## src/rtl/instr_mem_ml_pkg.sv

```systemverilog
// Shared widths, FSM state encodings and the write-port payload for the
// instruction memory and its loader.
package instr_mem_ml_pkg;

    localparam int unsigned PC_WIDTH    = 8;
    localparam int unsigned INSTR_WIDTH = 32;

    typedef enum logic [1:0] {
        IM_CLEAR = 2'd0,
        IM_IDLE  = 2'd1,
        IM_LOAD  = 2'd2
    } im_state_e;

    typedef struct packed {
        logic                   en;
        logic [PC_WIDTH-1:0]    addr;
        logic [INSTR_WIDTH-1:0] data;
    } im_wr_t;

    // Even-parity bit: makes the total number of ones in {par, word} even.
    function automatic logic even_parity(input logic [INSTR_WIDTH-1:0] word);
        return ^word;
    endfunction

endpackage

```

## src/rtl/instr_mem_loader.sv

```systemverilog
// Loader/clear engine: owns the CLEAR/IDLE/LOAD FSM, the clear pointer, the
// load write pointer and the remaining-word count, and drives the single
// write port of the instruction store.
module instr_mem_loader
    import instr_mem_ml_pkg::*;
#(
    parameter int unsigned DEPTH = 128
) (
    input  logic                   clk,
    input  logic                   rst,
    input  logic                   clr_req,
    input  logic                   ld_start,
    input  logic [PC_WIDTH-1:0]    ld_base,
    input  logic [PC_WIDTH:0]      ld_count,
    input  logic                   ld_valid,
    input  logic [INSTR_WIDTH-1:0] ld_data,
    output logic                   ld_ready,
    output logic                   ld_done,
    output logic                   busy,
    output logic                   clearing_c,
    output im_wr_t                 wr_c
);

    localparam int unsigned         CW        = PC_WIDTH + 1;
    localparam logic [PC_WIDTH-1:0] LAST_ADDR = PC_WIDTH'(DEPTH - 1);
    localparam logic [CW-1:0]       DEPTH_EXT = CW'(DEPTH);

    im_state_e           state, state_next;
    logic [PC_WIDTH-1:0] clr_ptr, clr_ptr_next;
    logic [PC_WIDTH-1:0] wptr, wptr_next;
    logic [CW-1:0]       remaining, remaining_next;
    logic                done_next;

    // State and counters; status outputs are registered from the next state.
    always_ff @(posedge clk) begin
        if (rst) begin
            state     <= IM_CLEAR;
            clr_ptr   <= '0;
            wptr      <= '0;
            remaining <= '0;
            ld_done   <= 1'b0;
            ld_ready  <= 1'b0;
            busy      <= 1'b1;
        end else begin
            state     <= state_next;
            clr_ptr   <= clr_ptr_next;
            wptr      <= wptr_next;
            remaining <= remaining_next;
            ld_done   <= done_next;
            ld_ready  <= (state_next == IM_LOAD);
            busy      <= (state_next != IM_IDLE);
        end
    end

    // Next-state, counter updates and write-port drive.
    always_comb begin
        state_next     = state;
        clr_ptr_next   = clr_ptr;
        wptr_next      = wptr;
        remaining_next = remaining;
        done_next      = 1'b0;
        wr_c           = '0;
        clearing_c     = (state == IM_CLEAR);

        case (state)
            IM_CLEAR: begin
                wr_c.en   = 1'b1;
                wr_c.addr = clr_ptr;
                wr_c.data = '0;
                if (clr_ptr == LAST_ADDR) begin
                    state_next   = IM_IDLE;
                    clr_ptr_next = '0;
                end else begin
                    clr_ptr_next = clr_ptr + PC_WIDTH'(1);
                end
            end
            IM_IDLE: begin
                if (clr_req) begin
                    state_next   = IM_CLEAR;
                    clr_ptr_next = '0;
                end else if (ld_start) begin
                    state_next     = IM_LOAD;
                    wptr_next      = ({1'b0, ld_base} >= DEPTH_EXT) ? '0 : ld_base;
                    remaining_next = ld_count;
                end
            end
            IM_LOAD: begin
                if (clr_req) begin
                    // Abort: no completion pulse, restart the walk from 0.
                    state_next   = IM_CLEAR;
                    clr_ptr_next = '0;
                end else if (remaining == '0) begin
                    state_next = IM_IDLE;
                    done_next  = 1'b1;
                end else if (ld_valid) begin
                    wr_c.en        = 1'b1;
                    wr_c.addr      = wptr;
                    wr_c.data      = ld_data;
                    wptr_next      = (wptr == LAST_ADDR) ? '0 : wptr + PC_WIDTH'(1);
                    remaining_next = remaining - CW'(1);
                    if (remaining == CW'(1)) begin
                        state_next = IM_IDLE;
                        done_next  = 1'b1;
                    end
                end
            end
            default: begin
                state_next   = IM_CLEAR;
                clr_ptr_next = '0;
            end
        endcase
    end

endmodule

```

## src/rtl/instr_mem_ml.sv

```systemverilog
// Multi-port instruction memory: one program store, PORTS independent read
// ports, a streaming loader and a word-per-cycle clear engine.
// Optional per-word even parity with a par_err output: INSTR_MEM_PARITY_EN.
module instr_mem_ml
    import instr_mem_ml_pkg::*;
#(
    parameter int unsigned DEPTH    = 128,
    parameter int unsigned PORTS    = 2,
    parameter int unsigned REG_READ = 0
) (
    input  logic                         clk,
    input  logic                         rst,
    input  logic [PORTS*PC_WIDTH-1:0]    rd_addr,
    output logic [PORTS*INSTR_WIDTH-1:0] rd_data,
    input  logic                         clr_req,
    input  logic                         ld_start,
    input  logic [PC_WIDTH-1:0]          ld_base,
    input  logic [PC_WIDTH:0]            ld_count,
    input  logic                         ld_valid,
    input  logic [INSTR_WIDTH-1:0]       ld_data,
    output logic                         ld_ready,
    output logic                         ld_done,
    output logic                         busy
`ifdef INSTR_MEM_PARITY_EN
    ,
    output logic [PORTS-1:0]             par_err
`endif
);

    localparam int unsigned   AW        = (DEPTH > 1) ? $clog2(DEPTH) : 1;
    localparam int unsigned   CW        = PC_WIDTH + 1;
    localparam logic [CW-1:0] DEPTH_EXT = CW'(DEPTH);

    im_wr_t                       wr_c;
    logic                         clearing_c;
    logic [INSTR_WIDTH-1:0]       mem [DEPTH];
    logic [PORTS*INSTR_WIDTH-1:0] rd_data_c;
`ifdef INSTR_MEM_PARITY_EN
    logic                         par_mem [DEPTH];
    logic [PORTS-1:0]             par_err_c;
`endif

    instr_mem_loader #(
        .DEPTH(DEPTH)
    ) u_loader (
        .clk        (clk),
        .rst        (rst),
        .clr_req    (clr_req),
        .ld_start   (ld_start),
        .ld_base    (ld_base),
        .ld_count   (ld_count),
        .ld_valid   (ld_valid),
        .ld_data    (ld_data),
        .ld_ready   (ld_ready),
        .ld_done    (ld_done),
        .busy       (busy),
        .clearing_c (clearing_c),
        .wr_c       (wr_c)
    );

    // Single write port; contents are only ever zeroed by the clear walk.
    always_ff @(posedge clk) begin
        if (wr_c.en) begin
            mem[AW'(wr_c.addr)] <= wr_c.data;
`ifdef INSTR_MEM_PARITY_EN
            par_mem[AW'(wr_c.addr)] <= even_parity(wr_c.data);
`endif
        end
    end

    // Per-port read mux: zero while clearing or for out-of-range addresses.
    always_comb begin
        rd_data_c = '0;
`ifdef INSTR_MEM_PARITY_EN
        par_err_c = '0;
`endif
        for (int p = 0; p < PORTS; p++) begin
            if (!clearing_c && ({1'b0, rd_addr[p*PC_WIDTH +: PC_WIDTH]} < DEPTH_EXT)) begin
                rd_data_c[p*INSTR_WIDTH +: INSTR_WIDTH] = mem[AW'(rd_addr[p*PC_WIDTH +: PC_WIDTH])];
`ifdef INSTR_MEM_PARITY_EN
                par_err_c[p] = even_parity(mem[AW'(rd_addr[p*PC_WIDTH +: PC_WIDTH])])
                             ^ par_mem[AW'(rd_addr[p*PC_WIDTH +: PC_WIDTH])];
`endif
            end
        end
    end

    generate
        if (REG_READ != 0) begin : g_reg_read
            // Registered read: samples the pre-write word, so read-before-write holds.
            always_ff @(posedge clk) begin
                if (rst) begin
                    rd_data <= '0;
`ifdef INSTR_MEM_PARITY_EN
                    par_err <= '0;
`endif
                end else begin
                    rd_data <= rd_data_c;
`ifdef INSTR_MEM_PARITY_EN
                    par_err <= par_err_c;
`endif
                end
            end
        end else begin : g_comb_read
            assign rd_data = rd_data_c;
`ifdef INSTR_MEM_PARITY_EN
            assign par_err = par_err_c;
`endif
        end
    endgenerate

endmodule

```

## config.mk

```make
export PLATFORM = sky130hd
export DESIGN_NAME = instr_mem_ml
export DESIGN_NICKNAME = d
export VERILOG_FILES = /design/src/rtl/instr_mem_ml_pkg.sv /design/src/rtl/instr_mem_loader.sv /design/src/rtl/instr_mem_ml.sv
export SDC_FILE = /design/constraint.sdc
export NUM_CORES = 2
export LEC_CHECK = 0
export CORE_ASPECT_RATIO = 2
export CORE_MARGIN = 3
export CORE_UTILIZATION = 50
export CTS_BUF_LIST = sky130_fd_sc_hd__clkbuf_4 sky130_fd_sc_hd__clkbuf_8
export CTS_CLUSTER_DIAMETER = 120
export CTS_CLUSTER_SIZE = 25
export DETAILED_ROUTE_END_ITERATION = 16
export PLACE_DENSITY = 0.61
export SLEW_MARGIN = 5
export SYNTH_ARGS = -nofsm -noshare
export SYNTH_HDL_FRONTEND = slang
export SYNTH_SLANG_ARGS = --single-unit
```

## constraint.sdc

```tcl
create_clock -name clk -period 8.6 [get_ports clk]
set_clock_uncertainty 0.15 [all_clocks]
set_input_delay 1.72 -clock clk [delete_from_list [all_inputs] [get_ports clk]]
set_output_delay 1.72 -clock clk [all_outputs]
set_load 0.02 [all_outputs]
```

======== Word level (Yosys, flattened, before mapping) ========
Memories as Yosys holds them, arrays and structs flattened.
Cells that the tools add are included.
storage, ports and cells
  register bits after elaboration ......... 30
  bits in latches ......................... 0
  memory bits (writable) .................. 4096
  ROM bits ................................ 0
  input bits .............................. 70
  output and inout port bits .............. 67
  logic and storage cells ................. 73
  memories ................................ 1
operators by class
  $add $sub $neg .......................... 3
  multiply operators ...................... 0
  divide/modulo/power cells ............... 0
  magnitude comparators ................... 3
  eq/ne operators ......................... 13
  shifts and indexed selects .............. 0
  mux-type cells .......................... 36
  bitwise operators ....................... 1
  reductions and logical operators ........ 9
memory list
  name  words  bits a word  rd ports  clocked after Yosys merged registers in  write ports  line                text
  mem   128    32           2         0                                        1            instr_mem_ml.sv:36  logic [INSTR_WIDTH-1:0] mem [DEPTH];
operators by type and width
  operator                                                  count
  two-way mux 41 bit                                        3
  case mux 41 bit (2 select lines)                          1
  two-way mux 8 bit                                         9
  two-way mux 32 bit                                        2
  two-way mux 9 bit                                         5
  case mux 8 bit (2 select lines)                           2
  case mux 9 bit (2 select lines)                           1
  adder 8 x 1 -> 8 bit, second input constant               2
  == test 8 x 7 -> 1 bit, second input constant             2
  < comparator 8 bit, second input constant                 2
  two-way mux 2 bit                                         7
  != test 2 bit, second input constant                      5
  == test 9 x 1 -> 1 bit, second input constant             1
  logical NOT 9 bit                                         1
  subtractor 9 x 1 -> 9 bit, second input constant          1
  greater-or-equal comparator 8 bit, second input constant  1
  case mux 2 bit (3 select lines)                           1
  AND reduction 6 bit                                       1
  two-way mux 1 bit                                         5
  == test 2 bit, second input constant                      2
  != test 2 x 1 -> 1 bit, second input constant             2
  OR reduction 3 bit                                        1
  == test 2 x 1 -> 1 bit, second input constant             1
  logical AND 1 bit                                         2
  5 further kinds                                           5

======== Depth between registers and ports, before layout ========
  depth in word-level cells ............... 7
  gate-level depth with buffers ........... 10
  mapped depth without buffers ............ 7

======== Modules after synthesis ========
A second synthesis with hierarchy kept.
second synthesis, totals
  cells, all modules ...................... 9935
  area, all modules ....................... 190849.3 µm²
by module, submodules not included
  module            times used  cells an instance  area each (µm²)  seq. area each (µm²)
  instr_mem_ml      1           9665               188724.8         122998.0
  instr_mem_loader  1           270                2124.5           600.6

======== Worst setup path after synthesis ========
OpenSTA, ideal clock, no wires.
  path kind ............................... input-to-reg
  start point ............................. input port clr_req
  end point ............................... memory mem[65][0] (enable)
  arrival ................................. 5.974 ns
  data required time ...................... 7.949 ns
  setup slack ............................. 1.975 ns
  cell stages on the path ................. 7
  buffers on the path ..................... 2
  cell sequence ........................... clkbuf_1 nand3b_1 a31oi_1 clkbuf_1 nor2_1 nor2_1 nor4_1
on the way
  word-level cells in the longest chain between the ends .. 4
ends and longest elaborated chain
  what                                     line                    text
  start, declared                          instr_mem_ml.sv:15      input logic clr_req,
  two-way mux 41 bit *                     instr_mem_loader.sv:88  if (clr_req) begin
  case mux 41 bit (2 select lines) *       instr_mem_loader.sv:65  case (state)
  two-way mux 1 bit                        instr_mem_ml.sv:63      if (wr_c.en) begin
  two-way mux 1 bit (not written as such)  instr_mem_ml.sv:64      mem[AW'(wr_c.addr)] <= wr_c.data;
  end, declared                            instr_mem_ml.sv:36
Mark *: on every way between the ends. The rest lies on a longest branch, timed or not.

======== Final worst setup path ========
  start point ............................. input port rd_addr[2]
  end point ............................... output port rd_data[29]
on the way
  word-level cells in the longest chain between the ends .. 3
  elaborated cells on any way between the ends .. 4
  those cells by class .................... order compare (1); mux (1); reduce/logical (1); memory (1)
ends and longest elaborated chain
  what                                                                                line                text
  start, declared                                                                     instr_mem_ml.sv:13  input logic [PORTS*PC_WIDTH-1:0] rd_addr,
  parallel branches: the longest is 2 deep, another holds memory read (128 x 32 bit)  --
  two-way mux 32 bit *                                                                instr_mem_ml.sv:78  if (!clearing_c && ({1'b0, rd_addr[p*PC_WIDTH +: PC_WIDTH]} < DEPTH_EXT)) begin
  end, declared                                                                       instr_mem_ml.sv:14  output logic [PORTS*INSTR_WIDTH-1:0] rd_data,
Mark *: on every way between the ends.

==> out/results.ini <==
[floorplan]
coreArea_sq_mm = 0.380
design.portCount = 137
die_h_um = 879
die_width_um = 443
start_util = 0.502
rows = 320
fp.dieArea_sq_mm = 0.389

[worst_setup_path]
critPathMaxFanout = 15
critical_path_class = in2out
launching_element_of_the_worst_setup_path = rd_addr[2]
reg_to_reg_critical_path_startpoint = u_loader.state[1]
cp-start-kind = primary input
timing.reg2reg.worst_path_depth = 9
critical_path.endpoint_type = primary output
arrival_ns = 6.75
cp_data_required_time_ns = 6.73
r2r_setup_slack_ns = 2.73

[routing]
final_antenna_net_count = 0
num_vias = 112000
detail_route.first_pass.iterations = 6
drtIter0Drc = 16200
drc = 0
routedWlPerCell_um = 49.4
vias_per_cell = 7.43
detail_route.wirelength_um = 745000

[layout]
area.growth.synth_to_final_pct = 8.04
layout.filler_cells = 29500
fin_util = 0.542
final_nets = 10100
design_area_sq_mm = 0.206
final_cell_count_no_fill = 15100
drive_above_1_share = 0.331

[synth]
syn_area_sq_mm = 0.191
avgSynthCellArea_sq_um = 19.5
synthFlopType = edfxtp_1
yosysWarnings = 0
postSynth.asyncResetShare = 0
yosysSeqAreaShare = 0.649
number_of_synthesized_flops_with_an_enable_pin = 4096
ys_ff_latch = 4126
synthesis.instances = 9757
ys_types = 75
net_count_synth = 9836

[placed_design]
detailed_placer_s_ending_hpwl_um = 505000
dpl.cell_count = 14800
buffer_ports.inserted = 136
place_worst_setup_slack_ns = -0.417
placed_cell_area_sq_mm = 0.203
routabilityCongestion = 1.00

[timing]
finalSetupViolCount = 2
worst_pin_slew_ns = 1.63
layout_worst_path_cycle_share = 1.00
maxSlewHeadroom = -0.0945
hold_ws_ns = 0.352
hold_violations = 0
final.min_clock_period_ns = 8.62
fin_setup_tns_ns = -0.0213
worst_slack_ns = -0.0157
fmax_mhz = 116
drv_slew = 4
rsz_0062_raised_after_global_routing = false

[global_routing]
grt-ovfl-total = 0
first_global_vias = 113000
grt_antenna_before_repair = 60
groute.usage.overall = 0.382
grt_pass1_wl_um = 997000
maximum_number_of_pins_on_one_net_before_global_route_repair = 129

[power]
power.internal_mw = 24.9
totalPowerFinal_mw = 32.5
netSwitchingPower_mw = 7.67
combPwrFrac = 0.078
power.share.switching = 0.236
clockPowerShare = 0.251
share_seq_of_total_power = 0.671
power.density_mw_per_mm2 = 158
lkg_pwr_nw = 57.1
irDropWorstVdd_v = 0.000140

[clock_tree]
clkSlewWorstSetupHoldPaths_ns = 0.16
ctsLongestPathBuffers = 4
htree_levels = 4
cts_num_sinks = 4126
cts_inserted_buffers = 191
postCtsSetupRepairBufs = 0
cts_tree = yes
cts_root_buffer = clkbuf_8
insertion_delay_ns = 1.18

[status]
status = finished with violations
violated_checks = capacitance limit, slew limit, setup timing

[hold_path]
hold_path.class = reg2reg
min-delay-start = u_loader.remaining[8]
hold-path-cell-count = 2

[job]
drv_cap = 2

==> critical path, cell delays in order <==
cell	delay [ns]
clkdlybuf4s50_1	0.46
buf_4	0.42
nor2b_1	0.53
nand3b_1	0.95
o22ai_1	1.30
nor4_1	0.13
buf_4	0.24
nand3_1	0.24
clkdlybuf4s50_1	0.67
==> flip-flops by register name, summed over array words and instances, names as in the netlist <==
register            flops
mem                  4096
u_loader.busy           1
u_loader.clr_ptr        8
u_loader.ld_done        1
u_loader.ld_ready       1
u_loader.remaining      9
u_loader.state          2
u_loader.wptr           8
==> cells by family after synthesis <==
logic type | count (synthesis) | share of synthesized area
AOI/OAI and AO/OA | 1275 | 0.0483
adders and majority gates | 9 | 0.000591
buffers and inverters | 807 | 0.0179
DFF | 4126 | 0.649
muxes | 2743 | 0.263
and+or+nand+nor | 797 | 0.0210
==> power by group through the flow <==
| stage | Combinational, mW | Clock, mW | Sequential (mW) |
|---|---|---|---|
| floorplan | 1.48 | 0 | 22.3 |
| global placement | 2.50 | 0 | 22.3 |
| detailed placement | 2.52 | 0 | 22.3 |
| CTS | 2.52 | 8.24 | 21.8 |
| global route | 2.57 | 8.84 | 21.8 |
| finish | 2.54 | 8.17 | 21.8 |
==> final timing paths <==
kind                                              end
worst min-delay path            u_loader.remaining[8]
worst max register to register            mem[83][19]
worst min register to register  u_loader.remaining[8]
worst max-delay path                      rd_data[29]
==> final cells by class <==
| class | count | area [sq um] | area share |
|---|---|---|---|
| clock inverter | 4 | 53.8 | 0.000261 |
| clock buffer | 199 | 2710 | 0.0132 |
| multi-input combinational | 4824 | 65000 | 0.316 |
| timing repair buffer | 898 | 8140 | 0.0396 |
| sequential | 4126 | 124000 | 0.600 |
| antenna | 30 | 75.1 | 0.000365 |
| tap | 4991 | 6240 | 0.0303 |
| inverter | 13 | 48.8 | 0.000237 |
==> repair_timing <==
| action | CTS | global route |
|---|---|---|
| hold buffers | 0 | 0 |
| pin swaps | 0 | 0 |
| setup endpoints to repair | 3 | 1 |
| hold endpoints to repair | 0 | 0 |
| resized for setup | 3 | 1 |
==> per-layer routing <==
metal | routed length (um) | vias to the layer above | track usage
met5 | 91 | - | 0
met4 | 102000 | 14 | 0.401
met3 | 63100 | 1958 | 0.0641
met2 | 356000 | 7164 | 0.615
met1 | 224000 | 60400 | 0.417
li1 | - | 42600 | -
==> cell usage after synthesis, drive strengths merged (64+ instances only) <==
master,n,area share
nor2,280,0.0055
buf,378,0.0095
mux2,262,0.015
mux4,1792,0.21
o22ai,319,0.010
edfxtp,4096,0.65
a22o,238,0.011
a221o,64,0.0034
a22oi,256,0.010
nor3,153,0.0040
mux2i,689,0.036
a211oi,69,0.0027
a21oi,165,0.0043
clkbuf,416,0.0082
o31ai,68,0.0028
==> placed cells by master, fill, tap and decap left out, drive strengths merged, types with 34 or more instances in the layout <==
cell type      count
a211oi            69
a21oi            165
a221o             64
a22o             238
a22oi            256
and2              43
buf              812
clkbuf           199
clkdlybuf4s50     85
edfxtp          4096
mux2             262
mux2i            689
mux4            1792
nand2             60
nand3             51
nand4             50
nor2             280
nor2b             34
nor3             153
nor4              45
o21ai             36
o22ai            319
o31ai             68
(Power assumes the default switching activity.)
